[config.mk]
export PLATFORM = sky130hd
export DESIGN_NAME = match_sequencer
export DESIGN_NICKNAME = d
export VERILOG_FILES = /design/src/rtl/vga_pkg.sv /design/src/rtl/tick_countdown.sv /design/src/rtl/match_sequencer.sv
export SDC_FILE = /design/constraint.sdc
export NUM_CORES = 1
export LEC_CHECK = 0
export ABC_AREA = 1
export ABC_CLOCK_PERIOD_IN_PS = 2500
export CORE_ASPECT_RATIO = 1.75
export CORE_MARGIN = 1.5
export CORE_UTILIZATION = 55
export CTS_CLUSTER_DIAMETER = 150
export DETAILED_ROUTE_END_ITERATION = 6
export PLACE_DENSITY = 0.85
export SETUP_SLACK_MARGIN = 0.2
export SLEW_MARGIN = 0
export SYNTH_ARGS = -nofsm -noshare
export SYNTH_HDL_FRONTEND = slang
export SYNTH_SLANG_ARGS = --single-unit
[constraint.sdc]
create_clock -name clk -period 2.5 [get_ports clk]
set_input_delay 0.5 -clock clk [delete_from_list [all_inputs] [get_ports clk]]
set_output_delay 0.5 -clock clk [all_outputs]
set_load 0.005 [all_outputs]
[src/rtl/vga_pkg.sv]
// Shared pong game types and match timing defaults for sequencer, renderer and score display.
// Latency: n/a (types and constants only).
// Backpressure: n/a.
package vga_pkg;

    typedef enum logic [2:0] {
        MENU  = 3'd0,
        SERVE = 3'd1,
        RALLY = 3'd2,
        PAUSE = 3'd3,
        POINT = 3'd4,
        OVER  = 3'd5
    } match_state_t;

    localparam int WIN_SCORE_DEF   = 5;
    localparam int SERVE_TICKS_DEF = 60;
    localparam int POINT_TICKS_DEF = 90;
    localparam int CNT_W_DEF       = 8;

    // Score increment that sticks at the match-winning value instead of wrapping.
    function automatic logic [3:0] sat_inc(input logic [3:0] v, input logic [3:0] lim);
        return (v >= lim) ? v : v + 4'd1;
    endfunction

endpackage

[src/rtl/tick_countdown.sv]
// Loadable down-counter stepped by an enable strobe; expire fires on a strobe while count <= 1.
// Latency: count updates one cycle after load/en; expire is combinational from en and count.
// Backpressure: none; a strobe at zero holds zero and still expires.
module tick_countdown
    import vga_pkg::*;
#(
    parameter int CNT_W = CNT_W_DEF
) (
    input  logic             clk,
    input  logic             rst,
    input  logic             clear,
    input  logic             load,
    input  logic [CNT_W-1:0] load_val,
    input  logic             en,
    output logic [CNT_W-1:0] count,
    output logic             expire
);

    assign expire = en && (count <= CNT_W'(1));

    always_ff @(posedge clk) begin
        if (!rst) begin
            count <= '0;
        end else if (clear) begin
            count <= '0;
        end else if (load) begin
            count <= load_val;
        end else if (en && (count != '0)) begin
            count <= count - CNT_W'(1);
        end
    end

endmodule

[src/rtl/match_sequencer.sv]
// Pong match controller: serve/rally/point/pause sequencing, scoring and winner decision.
// Latency: button edges and misses act on the next clock; gating outputs decode the state register.
// Backpressure: none; events outside the states that accept them are dropped.
module match_sequencer
    import vga_pkg::*;
#(
    parameter int WIN_SCORE   = WIN_SCORE_DEF,
    parameter int SERVE_TICKS = SERVE_TICKS_DEF,
    parameter int POINT_TICKS = POINT_TICKS_DEF,
    parameter int CNT_W       = CNT_W_DEF
) (
    input  logic             clk,
    input  logic             rst,
    input  logic             timing_tick,
    input  logic             start_btn,
    input  logic             pause_btn,
    input  logic             restart_btn,
    input  logic             miss_left,
    input  logic             miss_right,
    output logic [2:0]       state,
    output logic             ball_enable,
    output logic             ball_reset,
    output logic             pad_enable,
    output logic             serve_dir,
    output logic [3:0]       player1_score,
    output logic [3:0]       player2_score,
    output logic [1:0]       winner,
    output logic [CNT_W-1:0] countdown
);

    localparam logic [CNT_W-1:0] SERVE_VAL = CNT_W'(SERVE_TICKS);
    localparam logic [CNT_W-1:0] POINT_VAL = CNT_W'(POINT_TICKS);
    localparam logic [3:0]       WIN_VAL   = 4'(WIN_SCORE);

    match_state_t state_r, state_n;
    logic [3:0]   p1_r, p1_n, p2_r, p2_n;
    logic [1:0]   win_r, win_n;
    logic         dir_r, dir_n;
    logic         start_q, pause_q, restart_q;
    logic         start_edge, pause_edge, restart_edge;
    logic         cnt_clr, cnt_load, cnt_en, cnt_expire;
    logic [CNT_W-1:0] cnt_val;

    assign start_edge   = start_btn   & ~start_q;
    assign pause_edge   = pause_btn   & ~pause_q;
    assign restart_edge = restart_btn & ~restart_q;

    tick_countdown #(.CNT_W(CNT_W)) u_countdown (
        .clk      (clk),
        .rst      (rst),
        .clear    (cnt_clr),
        .load     (cnt_load),
        .load_val (cnt_val),
        .en       (cnt_en),
        .count    (countdown),
        .expire   (cnt_expire)
    );

    always_ff @(posedge clk) begin
        if (!rst) begin
            state_r   <= MENU;
            p1_r      <= 4'd0;
            p2_r      <= 4'd0;
            win_r     <= 2'd0;
            dir_r     <= 1'b1;
            start_q   <= 1'b0;
            pause_q   <= 1'b0;
            restart_q <= 1'b0;
        end else begin
            state_r   <= state_n;
            p1_r      <= p1_n;
            p2_r      <= p2_n;
            win_r     <= win_n;
            dir_r     <= dir_n;
            start_q   <= start_btn;
            pause_q   <= pause_btn;
            restart_q <= restart_btn;
        end
    end

    always_comb begin
        state_n  = state_r;
        p1_n     = p1_r;
        p2_n     = p2_r;
        win_n    = win_r;
        dir_n    = dir_r;
        cnt_clr  = 1'b0;
        cnt_load = 1'b0;
        cnt_val  = SERVE_VAL;
        cnt_en   = 1'b0;

        if (restart_edge) begin
            state_n = MENU;
            p1_n    = 4'd0;
            p2_n    = 4'd0;
            win_n   = 2'd0;
            cnt_clr = 1'b1;
        end else begin
            case (state_r)
                MENU, OVER: begin
                    if (start_edge) begin
                        state_n  = SERVE;
                        p1_n     = 4'd0;
                        p2_n     = 4'd0;
                        win_n    = 2'd0;
                        dir_n    = 1'b1;
                        cnt_load = 1'b1;
                        cnt_val  = SERVE_VAL;
                    end
                end
                SERVE: begin
                    cnt_en = timing_tick;
                    if (cnt_expire) begin
                        state_n = RALLY;
                    end
                end
                RALLY: begin
                    // miss_left wins a coincident pair; the serve then goes toward the conceding side
                    if (miss_left) begin
                        p2_n     = sat_inc(p2_r, WIN_VAL);
                        dir_n    = 1'b0;
                        state_n  = POINT;
                        cnt_load = 1'b1;
                        cnt_val  = POINT_VAL;
                    end else if (miss_right) begin
                        p1_n     = sat_inc(p1_r, WIN_VAL);
                        dir_n    = 1'b1;
                        state_n  = POINT;
                        cnt_load = 1'b1;
                        cnt_val  = POINT_VAL;
                    end else if (pause_edge) begin
                        state_n = PAUSE;
                    end
                end
                PAUSE: begin
                    if (pause_edge) begin
                        state_n = RALLY;
                    end
                end
                POINT: begin
                    cnt_en = timing_tick;
                    if (cnt_expire) begin
                        if (p1_r == WIN_VAL) begin
                            state_n = OVER;
                            win_n   = 2'd1;
                        end else if (p2_r == WIN_VAL) begin
                            state_n = OVER;
                            win_n   = 2'd2;
                        end else begin
                            state_n  = SERVE;
                            cnt_load = 1'b1;
                            cnt_val  = SERVE_VAL;
                        end
                    end
                end
                default: begin
                    state_n = MENU;
                    cnt_clr = 1'b1;
                end
            endcase
        end
    end

    assign state         = state_r;
    assign ball_enable   = (state_r == RALLY);
    assign ball_reset    = (state_r == MENU) || (state_r == SERVE) || (state_r == OVER);
    assign pad_enable    = (state_r == SERVE) || (state_r == RALLY);
    assign serve_dir     = dir_r;
    assign player1_score = p1_r;
    assign player2_score = p2_r;
    assign winner        = win_r;

endmodule

* Word-level counts from Yosys, hierarchy flattened
Index checks and enable logic that the tools add are counted.
Operators by class: add/sub/neg operators 3, $lt $le $gt $ge 3, equality and inequality tests 19, multiplexer cells 45, bitwise logic cells 8, reduce and logical (&&, ||, !) cells 20
Operators by type and width (count):
- 7-bit two-way mux | 4
- 3-bit two-way mux | 9
- 4-bit two-way mux | 6
- 2-bit != test (second input constant) | 9
- 8-bit two-way mux | 2
- 4-bit case mux with 2 select lines | 2
- 3-bit case mux with 5 select lines | 1
- 1-bit two-way mux | 14
- 4-bit AND reduction | 3
- 5-bit AND reduction | 2
- 4-bit by 1-bit adder with 4-bit output (second input constant) | 2
- 4-bit by 3-bit equality test with 1-bit output (second input constant) | 2
- 4-bit by 3-bit >= comparator with 1-bit output (second input constant) | 2
- 8-bit by 1-bit less-or-equal comparator with 1-bit output (second input constant) | 1
- 2-bit two-way mux | 4
- 8-bit nonzero test | 1
- 2-bit OR reduction | 4
- 8-bit by 1-bit subtractor with 8-bit output (second input constant) | 1
- 3-bit by 2-bit equality test with 1-bit output (second input constant) | 2
- 3-bit equality test (second input constant) | 2
- 3-bit != test (second input constant) | 2
- 2-bit nonzero test | 3
- 6-bit OR reduction | 1
- 1-bit inverter | 5
- 9 further kinds | 14
Storage, ports and cells: register bits 25, input port bits 8, output and inout bits 25, word-level logic and storage cells 107

* Logic depth before layout (Yosys ltp)
Gate-level depths: netlist (run 1).
depth in word-level cells 9, mapped depth 12, gate-level depth less buffers 12

* Cells and area by module
A second synthesis (run 1) with hierarchy kept.
Unflattened totals: cell total of the unflattened synthesis 266, area, all modules 1730.4 µm²
By module, submodules not included:
- match_sequencer | times used 1, cells each 172, area an instance 1138.6 µm², sequential area each 340.3 µm²
- tick_countdown | times used 1, cells each 94, area an instance 591.8 µm², sequential area each 160.2 µm²

* Worst setup path after synthesis (run 1)
OpenSTA, ideal clock, no wires.
kind flip-flop to flip-flop, from register u_countdown.count[0], to register u_countdown.count[4], library setup time 0.120 ns, arrival 1.431 ns, data required time 2.380 ns, setup slack 0.949 ns, cell stages (with the launch flop) 11, buffers on the path 0, period minus slack after synthesis 1.551 ns, cells stage by stage dfxtp_1 -> inv_1 -> ha_1 -> nand2_1 -> nor2_2 -> nand2_1 -> o21ai_4 -> inv_4 -> nand2_2 -> xor2_1 -> a21oi_1
On the way: word-level cells in the longest chain between the ends 6, elaborated cells between the ends (all ways) 11, those cells by class add/sub: 1; order compare: 1; mux: 5; reduce/logical: 4
Ends and longest elaborated chain:
- start: declaration | line tick_countdown.sv:15 | output logic [CNT_W-1:0] count,
- start signal: assignment | line tick_countdown.sv:27 | count <= load_val;
- start signal: assignment | line tick_countdown.sv:29 | count <= count - CNT_W'(1);
- 8-bit by 1-bit less-or-equal comparator with 1-bit output | line tick_countdown.sv:19 | assign expire = en && (count <= CNT_W'(1));
- 1-bit logical AND | line tick_countdown.sv:19
- 1-bit two-way mux | line match_sequencer.sv:142 | if (cnt_expire) begin
- 1-bit case mux with 3 select lines | line match_sequencer.sv:99 | case (state_r)
- 1-bit two-way mux | line match_sequencer.sv:92 | if (restart_edge) begin
- 8-bit two-way mux or 2-bit nonzero test (tied branches)
Several ways; a longest one is shown, not always the timed one. The select of a mux whose other input is x is not followed. A chain may end at the register's enable or synchronous reset.

* Worst setup path after layout (run 1)
from register state_r[1], in the netlist state[1], to output port ball_enable
On the way: word-level cells in the longest chain between the ends 1
Ends and longest elaborated chain:
- start: declaration | line match_sequencer.sv:35 | match_state_t state_r, state_n;
- start signal: assignment | line match_sequencer.sv:70 | state_r <= state_n;
- 3-bit by 2-bit equality test with 1-bit output | line match_sequencer.sv:165 | assign ball_enable = (state_r == RALLY);
- end: declaration | line match_sequencer.sv:21 | output logic ball_enable,
Every way passes these cells.

==> results of run 1 <==
worst reg2reg max path, cell delays in order (launching register included):
cell and delay (ns):
dfxtp_1 0.38, inv_1 0.10, ha_1 0.19, nand3_1 0.17
nand2_1 0.11, nor2_1 0.15, nand3_2 0.11, nand2_2 0.09
nand2_4 0.08, nand2_4 0.09, inv_2 0.04, nor2_1 0.12
nor2_1 0.06
metrics by stage:
step,total power [uW],setup WS (ns),hold WS [ns]
floorplan,1310,0.949,0.456
global placement,1650,0.433,0.457
detailed placement,1660,0.410,0.461
CTS,1910,0.313,0.473
global route,2060,0.204,0.492
finish,1900,0.292,0.467
cell usage after synthesis, types with 2 or more instances:
master     count  area share
o21ai_1        7       0.022
nand2_2        9       0.035
dfxtp_1       25        0.31
xor2_1         2       0.011
nor2_2         4       0.015
a211oi_1       2      0.0093
nand3_2        4       0.025
nor2_4         5       0.035
nor3_1         2      0.0062
a21oi_2        4       0.022
nand3_1       13       0.040
inv_1         29       0.067
inv_2          7       0.016
nand3b_1       2      0.0093
nand2_4        2       0.014
nand2_1       46        0.11
xnor2_1        2       0.011
a21oi_1       11       0.034
ha_1           8       0.062
o21ai_0        6       0.019
nor2_1        19       0.044
o2111ai_1      2       0.011
power groups by stage:
stage	Clock (uW)	Sequential [uW]	Combinational, uW
5_1_grt	261	555	1240
3_3_place_gp	0	553	1100
4_1_cts	245	545	1120
2_1_floorplan	0	549	760
3_5_place_dp	0	555	1110
6_report	239	544	1120
placed cells by master, fill, tap and decap left out, types with 2 or more instances in the layout:
| cell type | n |
|---|---|
| nand3_1 | 13 |
| inv_2 | 7 |
| xor2_1 | 2 |
| nand3b_1 | 2 |
| nand2_1 | 46 |
| a21oi_1 | 11 |
| nor2_1 | 19 |
| xnor2_1 | 2 |
| inv_1 | 29 |
| dfxtp_1 | 25 |
| clkdlybuf4s50_1 | 32 |
| nand3_2 | 4 |
| a21oi_2 | 4 |
| o2111ai_1 | 2 |
| nor2_2 | 4 |
| clkbuf_8 | 3 |
| o21ai_0 | 6 |
| a211oi_1 | 2 |
| nor2_4 | 5 |
| nand2_2 | 9 |
| o21ai_1 | 7 |
| nor3_1 | 2 |
| nand2_4 | 2 |
| ha_1 | 8 |
cell families after synthesis:
family / count (synthesis)
fa+ha+maj: 8
compound gates: 39
buf+inv: 37
simple gates: 110
flops: 25
xor+xnor: 4
flip-flops by register name (all words and copies together) (netlist names):
name               cells
serve_dir              1
player2_score          4
winner                 2
player1_score          4
state                  3
restart_q              1
pause_q                1
u_countdown.count      8
start_q                1
layer usage:
metal / vias to the layer above / part of all wire / wire length, um / track usage
li1: 792 / - / - / -
met1: 719 / 0.37 / 1330 / 0.237
met2: 40 / 0.56 / 2040 / 0.475
met3: 14 / 0.029 / 105 / 0.0312
met4: 0 / 0.043 / 157 / 0.155
met5: - / 0 / 0 / 0
cell type report:
cell class / instances / area [um2] / share of cell area
multi-input combinational: 161 / 977 / 0.484
sequential: 25 / 500 / 0.248
timing repair buffer: 32 / 320 / 0.159
inverter: 37 / 141 / 0.0701
clock buffer: 4 / 45.0 / 0.0223
tap: 27 / 33.8 / 0.0167
worst paths after layout:
kind	startpoint	to	slack (ns)
setup / recovery	state[1]	ball_enable	0.29
hold / removal	winner[0]	winner[0]	0.47
setup reg to reg	player1_score[1]	u_countdown.count[6]	0.72
hold reg to reg	winner[0]	winner[0]	0.47
==> impl_metrics.yaml, run 1 <==
status:
  status: "finished, final reports clean"
floorplan:
  rows: 25
  die_y_um: 74.8
  core_area_um2: 2750
  start_util: 0.588
  die_w_um: 44.0
  dieArea_um2: 3290
  io_pins: 33
routing:
  via_per_inst: 5.47
  via_count: 1565
  drt-total-wl_mm: 3.63
  wl_per_cell_um: 12.7
  ant_nets: 0
  drtPass1Iterations: 4
  drt_iter0_drc: 79
  drcViolationCount: 0
synth:
  synth_compound_area_frac: 0.160
  syn_area_um2: 1620
  synth_xor_area_frac: 0.0216
  ys.flop_type: "dfxtp_1"
  syn_nets: 239
  synth-edff-count: 0
  synthCells: 223
  synth.distinct_cells: 34
  synthArstFlopShare: 0
  synth.area.mux_share: 0
  avgSynthCellArea_um2: 7.26
  synthAdderAreaFrac: 0.0618
  synthSimpleGateAreaFrac: 0.360
  ys_seq_area_frac: 0.309
  synth_top_family_by_area: "simple AND/OR/NAND/NOR gates"
  yosys_warnings: 0
  ys_ff_latch: 25
min_path:
  min_path_cells: 2
  hp-class: "reg -> reg"
pwr:
  p_seq_frac: 0.285
  switching_share: 0.463
  clock_power_share: 0.126
  power_switching_uw: 882
  comb_power_share: 0.589
  p_int_uw: 1020
  p_leak_uw: 0.000834
  power_density_nw_per_um2: 944
  ir_worst_vdd_v: 0.000608
sta:
  hold_viol_final: 0
  worst_pin_slew_ns: 0.411
  slew_viol_final: 0
  post-route-min-period_ns: 2.21
  relSlewSlack: 0.725
  rsz0062_at_grt: "false"
  fin_tns_setup_ns: 0
  fmax_mhz: 453
  fin_crit_sh: 0.883
  fin_skew_ns: 0.00548
  setup_viol: 0
setup_path:
  crit_family: "buffers and inverters"
  critPathBufInv: 2
  cpMaxStageDelayCell: "clkdlybuf4s50_1"
  path_max_fanout: 7
  criticalPathCategory: "reg -> out"
  rr_worst_depth: 12
  endpoint_kind: "output pin"
  cpPeakStageDelay_ns: 0.52
  path_depth: 3
  start_kind: "flop"
  crit_arrival_ns: 1.71
  cp_cell_sequence: "nand3_2, inv_2, clkdlybuf4s50_1"
  required_ns: 2.00
placement:
  port_buffers: 32
  hpwl_mm: 2.96
  dp_cells: 282
  dpl_cell_area_um2: 1970
  gp_congestion: 0.918
job:
  drv_cap: 0
clocking:
  clk_pin_slew_ns: 0.08
  cts_tree: "done"
  cts_setup_buffers: 0
  cts_root_buffer: "clkbuf_8"
  clock_sinks: 25
  clock_latency_ns: 0.27
  cts_hold_buf: 0
  tritoncts.num_buffers: 3
  ctsResizeCount: 0
  cts_buffer_depth: 2
  cts_max_level: 1
finish:
  diodes: 0
  syn_to_final_growth_pct: 24.7
  fin_util: 0.733
  drive_above_1_share: 0.178
  nNetsFinal: 276
  finalInstanceArea_um2: 2020
  instances_no_fill: 286
  fillers: 229
global_route:
  gr-total-overflow: 0
  grt_pass1_wl_mm: 6.15
  grt_max_degree: 14
  gr-usage-all-layers: 0.248
  antenna_found_initial: 0
  first_global_vias: 1510
Power figures use the tool's default switching activity.
==> inputs of run 2 (changes only) <==
--- a/config.mk
+++ b/config.mk
@@ -12,6 +12,7 @@
 export CORE_UTILIZATION = 55
 export CTS_CLUSTER_DIAMETER = 150
 export DETAILED_ROUTE_END_ITERATION = 6
+export GPL_TIMING_DRIVEN = 0
 export PLACE_DENSITY = 0.85
 export SETUP_SLACK_MARGIN = 0.2
 export SLEW_MARGIN = 0
==> impl_metrics.yaml, run 2 (synthesis gave the netlist of run 1 again) <==
sta:
  fin_crit_sh: 0.880
  setup_viol: 0
  fin_skew_ns: 0.00844
  hold_viol_final: 0
  slew_viol_final: 0
  fmax_mhz: 454
  relSlewSlack: 0.705
  fin_tns_setup_ns: 0
  worst_pin_slew_ns: 0.441
  post-route-min-period_ns: 2.20
  rsz0062_at_grt: "false"
routing:
  via_count: 1565
  ant_nets: 0
  drtPass1Iterations: 4
  wl_per_cell_um: 12.7
  drt_iter0_drc: 50
  drt-total-wl_mm: 3.63
  drcViolationCount: 0
  via_per_inst: 5.47
setup_path:
  required_ns: 2.00
  start_kind: "flop"
  endpoint_kind: "output pin"
  criticalPathCategory: "reg -> out"
  cpPeakStageDelay_ns: 0.52
  cp_cell_sequence: "nand3_2, inv_2, clkdlybuf4s50_1"
  crit_arrival_ns: 1.70
  path_max_fanout: 7
  cpMaxStageDelayCell: "clkdlybuf4s50_1"
placement:
  gp_congestion: 0.937
  port_buffers: 32
  dpl_cell_area_um2: 1970
  hpwl_mm: 2.89
finish:
  mostFrequentLayoutCells: "46 x nand2_1, 32 x clkdlybuf4s50_1, 29 x inv_1"
  syn_to_final_growth_pct: 24.7
  nNetsFinal: 276
  top_register: "u_countdown.count"
  finalInstanceArea_um2: 2020
  drive_above_1_share: 0.178
  diodes: 0
  layout_commonest_cell: "nand2_1"
  largest_register_ffs: 8
global_route:
  first_global_vias: 1547
  antenna_found_initial: 0
  grt_max_degree: 14
  global_route.usage.met2: 0.475
  gr-usage-all-layers: 0.246
  grt_pass1_wl_mm: 6.11
  busiest_layer: "met2"
  gr-total-overflow: 0
  grt_util_met3: 0.0336
  use_met1: 0.223
floorplan:
  die_y_um: 74.8
  dieArea_um2: 3290
  start_util: 0.588
  io_pins: 33
  rows: 25
  die_w_um: 44.0
  core_area_um2: 2750
clocking:
  cts_tree: "done"
  cts_max_level: 1
  tritoncts.num_buffers: 3
  clock_latency_ns: 0.28
  clk_pin_slew_ns: 0.09
  ctsResizeCount: 0
  cts_setup_buffers: 0
  cts_buffer_depth: 2
  cts_hold_buf: 0
  cts_root_buffer: "clkbuf_8"
  clock_sinks: 25
pwr:
  power_density_nw_per_um2: 944
  ir_worst_vdd_v: 0.000604
  p_leak_uw: 0.000834
status:
  status: "finished, final reports clean"
job:
  drv_cap: 0
min_path:
  hp-class: "reg -> reg"
-- run 2: cell counts in the layout (fill, tap and decap cells not counted) --
Identical to the previous run, type by type.
-- run 2: report_power, final --
group          switching [uW]  leakage, uW  internal (uW)  total (uW)
Sequential               83.1     0.000204            463         546
Clock                     137    0.0000228            115         252
Combinational             662     0.000607            446        1110
-- run 2: worst max-delay path: cells and delay by family (launching register included) --
kind,cells,cell delay [ns]
flops,1,0.49
simple gates,1,0.25
buf+inv,2,0.69
-- run 2: area by class of cell --
type / instances / area [um2]
Fill cell: 234 / 734
Clock buffer: 4 / 45.0
Multi-Input combinational cell: 161 / 977
Inverter: 37 / 141
Sequential cell: 25 / 500
Timing Repair Buffer: 32 / 320
Tap cell: 27 / 33.8
-- run 2: final timing paths --
path / endpoint / startpoint / cells past startpoint / slack [ns]
max: ball_enable / state[1] / 3 / 0.30
min: winner[0] / winner[0] / 2 / 0.47
max reg2reg: u_countdown.count[6] / u_countdown.count[0] / 10 / 0.73
min reg2reg: winner[0] / winner[0] / 2 / 0.47
-- run 2: per-stage QoR --
step           std cells  hold WS [ns]   util  setup slack (ns)  total power, uW
2_1_floorplan        223         0.456      -             0.949             1310
3_3_place_gp         282         0.455  0.717             0.390             1630
3_5_place_dp         282         0.458  0.717             0.354             1650
4_1_cts              286         0.474  0.733             0.298             1900
5_1_grt              286         0.515  0.733             0.213             2050
6_report             286         0.471  0.733             0.299             1910
-- run 2: routing by layer --
layer	vias to the layer above	wire (um)
met5	-	0
met4	0	121
met3	10	99
met2	47	2020
met1	722	1390
li1	786	-
